==> src/rtl/mul16_err_accum.sv <==
`default_nettype none
// ============================================================================
// Module   : mul16_err_accum
// Brief    : Error-distance statistics for an approximate multiplier. Compares
//            approximate vs exact products over an N-sample run and keeps the
//            sample count, mismatch count, saturating error sum and max error.
// Revision : 1.0 - initial release
// ============================================================================
module mul16_err_accum #(
  parameter int P_W   = 32,
  parameter int CNT_W = 16,
  parameter int SUM_W = 48
) (
  input  logic             clk,
  input  logic             rst,
  input  logic             clear,
  input  logic             start,
  input  logic [CNT_W-1:0] num_samples,
  input  logic             in_valid,
  output logic             in_ready,
  input  logic [P_W-1:0]   approx,
  input  logic [P_W-1:0]   exact,
  output logic             busy,
  output logic             done,
  output logic [CNT_W-1:0] sample_cnt,
  output logic [CNT_W-1:0] mismatch_cnt,
  output logic [SUM_W-1:0] err_sum,
  output logic [P_W-1:0]   err_max,
  output logic             sum_ovf
);

  localparam logic [1:0] C_IDLE = 2'd0;
  localparam logic [1:0] C_RUN  = 2'd1;
  localparam logic [1:0] C_DONE = 2'd2;

  logic [1:0]       r_state;
  logic [1:0]       w_next;
  logic [CNT_W-1:0] r_n;
  logic [CNT_W-1:0] r_acc;
  logic             r_v1;
  logic             r_ne;
  logic [P_W-1:0]   r_d;
  logic [CNT_W-1:0] r_sample;
  logic [CNT_W-1:0] r_mis;
  logic [SUM_W-1:0] r_sum;
  logic [P_W-1:0]   r_max;
  logic             r_ovf;
  logic             w_ready;
  logic             w_busy;
  logic             w_done;
  logic             w_start_ok;
  logic             w_xfer;
  logic [P_W:0]     w_diff;
  logic [P_W-1:0]   w_abs;
  logic [SUM_W:0]   w_sum_ext;

  // start is only honoured outside RUN, and clear always wins over it
  assign w_start_ok = start && !clear && (r_state != C_RUN);
  assign w_xfer     = in_valid && w_ready;

  // Sign bit of the widened difference selects which operand order gives |a-e|
  assign w_diff    = {1'b0, approx} - {1'b0, exact};
  assign w_abs     = w_diff[P_W] ? (exact - approx) : w_diff[P_W-1:0];
  assign w_sum_ext = {1'b0, r_sum} + {{(SUM_W + 1 - P_W){1'b0}}, r_d};

  // State register
  always_ff @(posedge clk or posedge rst) begin
    if (rst) r_state <= C_IDLE;
    else     r_state <= w_next;
  end

  // Next-state logic; a zero-length run completes immediately
  always_comb begin
    w_next = r_state;
    if (clear) begin
      w_next = C_IDLE;
    end else begin
      case (r_state)
        C_IDLE, C_DONE: if (start) w_next = (num_samples == '0) ? C_DONE : C_RUN;
        C_RUN:          if ((r_acc == r_n) && !r_v1) w_next = C_DONE;
        default:        w_next = C_IDLE;
      endcase
    end
  end

  // Output decode from state and run counters only (never from in_valid)
  always_comb begin
    w_ready = (r_state == C_RUN) && (r_acc < r_n);
    w_busy  = (r_state == C_RUN) || r_v1;
    w_done  = (r_state == C_DONE);
  end

  // Run length latch and accept counter
  always_ff @(posedge clk or posedge rst) begin
    if (rst) begin
      r_n   <= '0;
      r_acc <= '0;
    end else if (clear) begin
      r_n   <= '0;
      r_acc <= '0;
    end else if (w_start_ok) begin
      r_n   <= num_samples;
      r_acc <= '0;
    end else if (w_xfer) begin
      r_acc <= r_acc + CNT_W'(1);
    end
  end

  // Stage 1: absolute error distance of the accepted pair
  always_ff @(posedge clk or posedge rst) begin
    if (rst) begin
      r_v1 <= 1'b0;
      r_d  <= '0;
      r_ne <= 1'b0;
    end else if (clear) begin
      r_v1 <= 1'b0;
      r_d  <= '0;
      r_ne <= 1'b0;
    end else begin
      r_v1 <= w_xfer;
      if (w_xfer) begin
        r_d  <= w_abs;
        r_ne <= (w_abs != '0);
      end
    end
  end

  // Stage 2: fold the stage-1 result into the run statistics
  always_ff @(posedge clk or posedge rst) begin
    if (rst) begin
      r_sample <= '0;
      r_mis    <= '0;
      r_sum    <= '0;
      r_max    <= '0;
      r_ovf    <= 1'b0;
    end else if (clear || w_start_ok) begin
      r_sample <= '0;
      r_mis    <= '0;
      r_sum    <= '0;
      r_max    <= '0;
      r_ovf    <= 1'b0;
    end else if (r_v1) begin
      r_sample <= r_sample + CNT_W'(1);
      r_mis    <= r_mis + {{(CNT_W - 1){1'b0}}, r_ne};
      if (r_d > r_max) r_max <= r_d;
      if (w_sum_ext[SUM_W]) begin
        r_sum <= '1;
        r_ovf <= 1'b1;
      end else begin
        r_sum <= w_sum_ext[SUM_W-1:0];
      end
    end
  end

  assign in_ready     = w_ready;
  assign busy         = w_busy;
  assign done         = w_done;
  assign sample_cnt   = r_sample;
  assign mismatch_cnt = r_mis;
  assign err_sum      = r_sum;
  assign err_max      = r_max;
  assign sum_ovf      = r_ovf;

endmodule
`default_nettype wire
==> config.mk <==
export PLATFORM = sky130hd
export DESIGN_NAME = mul16_err_accum
export DESIGN_NICKNAME = d
export VERILOG_FILES = /design/src/rtl/mul16_err_accum.sv
export SDC_FILE = /design/constraint.sdc
export NUM_CORES = 1
export LEC_CHECK = 0
export CORE_ASPECT_RATIO = 1.25
export CORE_MARGIN = 5
export CORE_UTILIZATION = 25
export CTS_CLUSTER_SIZE = 24
export DETAILED_ROUTE_END_ITERATION = 16
export SLEW_MARGIN = 30
export SYNTH_ARGS = -nofsm -noshare
export SYNTH_HDL_FRONTEND = slang
export SYNTH_SLANG_ARGS = --single-unit
==> constraint.sdc <==
create_clock -name clk -period 8.05 [get_ports clk]
set_input_delay 1.61 -clock clk [delete_from_list [all_inputs] [get_ports clk]]
set_output_delay 1.61 -clock clk [all_outputs]
set_load 0.02 [all_outputs]
==> results.toml <==
[critical_path]
cp-start-kind = "input port"
crit_type = "input port to flop"
critPathRequiredTime_ps = 8370
r2r_cells = 13
worst_path_max_delay_cell = "o21a_1"
slowest_delay_ps = 770
crit_family = "compound AO/OA/AOI/OAI gates"
cp.depth = 16
crit_chain = "clkdlybuf4s50_1 > inv_1 > ha_1 > inv_1 > fa_1 > a21o_2 > a221oi_4 > o21ai_4 > a211oi_4 > o21a_1 > mux2i_1 > xor2_1 > nand4_1 > or4_1 > nor4_1 > nor3_1"
cp.buffers_inverters = 3
crit_fanout = 17
cpMostUsedCell = "inv_1"
crit_arrival_ps = 6120
crit_path_end_kind = "flop"

[clock_network]
cts_tree = "built"
insertion_delay_ps = 450
cts_buffer_depth = 2
ctsResizeCount = 0
postCtsHoldBufs = 0
postCtsSetupRepairBufs = 0
clk_pin_slew_worst_paths_ps = 80
cts-root-buf = "clkbuf_16"
cts-htree-levels = 4
clock-sinks = 181
numCtsBuffers = 17

[synth]
yosysTopAreaCell = "dfrtp_1"
ys_seq_area_frac = 0.318
synthAdderAreaFrac = 0.135
avgSynthCellArea_sq_um = 8.48
syn_inst = 1681
synth_seq_cells = 181
syn_area_sq_mm = 0.0143
ys_dominant_reg_cell = "dfrtp_1"
ys_async_sr_fraction = 1.00
synth_compound_area_frac = 0.222
synth-xor-area-share = 0.0602
synth.area.top_cells = "dfrtp_1 (32%), ha_1 (13%), a21oi_1 (4.6%)"
synth_top_family_by_area = "compound AO/OA/AOI/OAI gates"
synthMuxAreaShare = 0.0286
synth_fp_nets = 1918
synth_edf_count = 0
synth-simple-area-share = 0.170
synth_warnings = 0
yosys.area.top_type_share = 0.318
yosysUniqueCellTypes = 93

[sta]
worst_slack_ps = 2240
slew_violations = 0
fin_tns_setup_ps = 0
hold_viol_final = 0
tightest_slew_ps = 910
fmax_mhz = 172
finClkSkew_ps = 17.6
setup_viol = 0
relSlewSlack = 0.391
fin_crit_sh = 0.721
rsz0062_at_grt = "false"
fin_crit_ps = 5810

[run]
maxCapViolCount = 0

[floorplanning]
die_w_um = 224
rows = 97
dieHeight_um = 277
ioPinCount = 201
floorplan.initialDensity = 0.253
coreArea_sq_mm = 0.0563
die_area_sq_mm = 0.0619

[worst_hold_path]
hp-class = "flop to flop"
hold_depth = 2

[cells_and_area]
area_delta_synth_final_pct = 22.6
drive_gt1_frac = 0.0466
antenna_cells = 0
stdcell_area_sq_mm = 0.0175
fin_util = 0.310
layout.nets = 2068

[global_routing]
grt_pass1_vias = 12700
grtUsageTotal = 0.143
grt_pass1_wl_um = 71200
grt_max_degree = 102
antenna_found_initial = 0
overflow = 0

[pwr]
power_leakage_nw = 7.57
design_power_total_mw = 2.53
ir_drop_mv = 0.0897
power_density_mw_per_mm2 = 144

[placed_design]
pre_cts_slack_ps = 1770
gp_congestion = 0.902
placed_area_sq_mm = 0.0169
dp_hpwl_um = 36300
portBuffers = 200

[drt]
dr.pass1.iters = 5
drtIter0Drc = 743
wl_per_cell_um = 17.4
vias_per_cell = 4.91
vias = 12700
drc = 0
drt-total-wl_um = 45000
drtAntennaViolNets = 0

[run_status]
outcome = "complete, no violations"
[tightest hold or removal path, cell delays in order, from the launching register on]
cell and delay (ps):
dfrtp_1 380, inv_1 50, a21oi_1 50
[final timing paths]
kind / end / from / slack (ps)
max: r_ne$_DFFE_PP0P_ / approx[0] / 2240
min: sum_ovf$_DFFE_PP0P_ / sum_ovf$_DFFE_PP0P_ / 520
max reg2reg: err_sum[30]$_DFFE_PP0P_ / r_d[0]$_DFFE_PP0P_ / 3790
min reg2reg: sum_ovf$_DFFE_PP0P_ / sum_ovf$_DFFE_PP0P_ / 520
max in group asynchronous: r_d[20]$_DFFE_PP0P_ / rst / 5140
min in group asynchronous: err_sum[36]$_DFFE_PP0P_ / rst / 1690
[registers in the layout, summed over array words and instances (netlist names)]
name / count
r_n: 16
r_state: 2
r_d: 32
sample_cnt: 16
sum_ovf: 1
r_acc: 16
err_sum: 48
r_ne: 1
r_v1: 1
mismatch_cnt: 16
err_max: 32
[cell families after synthesis]
group,Yosys count
AOI/OAI and AO/OA,491
xor gates and xnor gates,98
adders and majority gates,152
buffers and inverters,221
DFF,181
muxes,40
and+or+nand+nor,498
[cells in the final DEF (no fill, tap or decap), types with 4 or more instances in the layout]
cell | netlist | routed
o21ai_0 | 131 | 131
or4_1 | 4 | 4
a311oi_1 | 5 | 5
a21boi_0 | 4 | 4
nand4_1 | 36 | 36
nor2b_1 | 14 | 14
nand3_1 | 66 | 66
inv_1 | 142 | 141
nor2_1 | 127 | 127
xnor2_1 | 47 | 47
nand2_1 | 143 | 143
a221oi_1 | 5 | 5
or3_1 | 11 | 11
clkinv_4 | 0 | 5
o21a_1 | 20 | 20
ha_1 | 149 | 149
mux2i_1 | 37 | 37
buf_4 | 3 | 7
clkdlybuf4s50_1 | 0 | 200
nor3_1 | 19 | 19
nand2b_1 | 13 | 13
dfrtp_1 | 181 | 180
o21ai_1 | 4 | 4
inv_8 | 0 | 4
nor4_1 | 9 | 9
xor2_1 | 51 | 51
a31oi_1 | 21 | 21
a21o_1 | 52 | 51
clkbuf_16 | 0 | 17
and3_1 | 21 | 21
and2_1 | 5 | 5
a211oi_1 | 38 | 38
o31ai_1 | 8 | 8
o21bai_1 | 10 | 10
a21oi_1 | 132 | 131
o211ai_1 | 10 | 10
[final cells by class]
class                   instances  area [sq um]
flip-flops and latches        181          4530
well taps                     742           928
multi-input cells            1279          8800
fillers                      5935         38800
clock inverters                14           133
inverters                     142           541
clock buffers                  18           439
repair buffers                210          2110
[stage by stage]
stage          cells  hold WS, ps
2_1_floorplan   1681          480
3_3_place_gp    2552          500
3_5_place_dp    2554          510
4_1_cts         2586          520
5_1_grt         2586          554
6_report        2586          515
[synthesized netlist by cell type (all sizes together) (8+ instances only)]
library cell	instances
o31ai	8
nor3	21
o211ai	10
a31oi	21
nand3	66
clkbuf	60
and2	8
o21a	20
a221oi	8
buf	18
dfrtp	181
nor2b	14
or3	11
nor2	127
nand4	37
inv	142
nor4	9
xnor2	47
a211oi	42
a21o	56
and3	23
o21ai	139
ha	149
nand2	145
nand2b	14
a21oi	134
o21bai	10
mux2i	37
xor2	51
[routing by layer]
layer	vias to the layer above	routed length, um	global-route usage
met5	-	0	0
met4	0	1010	0.0402
met3	48	2120	0.0214
met2	315	22800	0.257
met1	6064	19100	0.177
li1	6261	-	-
[report_power, final]
| group | total, mW | switching [mW] | internal [mW] | leakage [nW] |
|---|---|---|---|---|
| combinational | 0.733 | 0.445 | 0.288 | 4.79 |
| sequential | 0.975 | 0.0366 | 0.938 | 2.50 |
| clock | 0.818 | 0.401 | 0.417 | 0.280 |
Power figures use the tool's default switching activity.
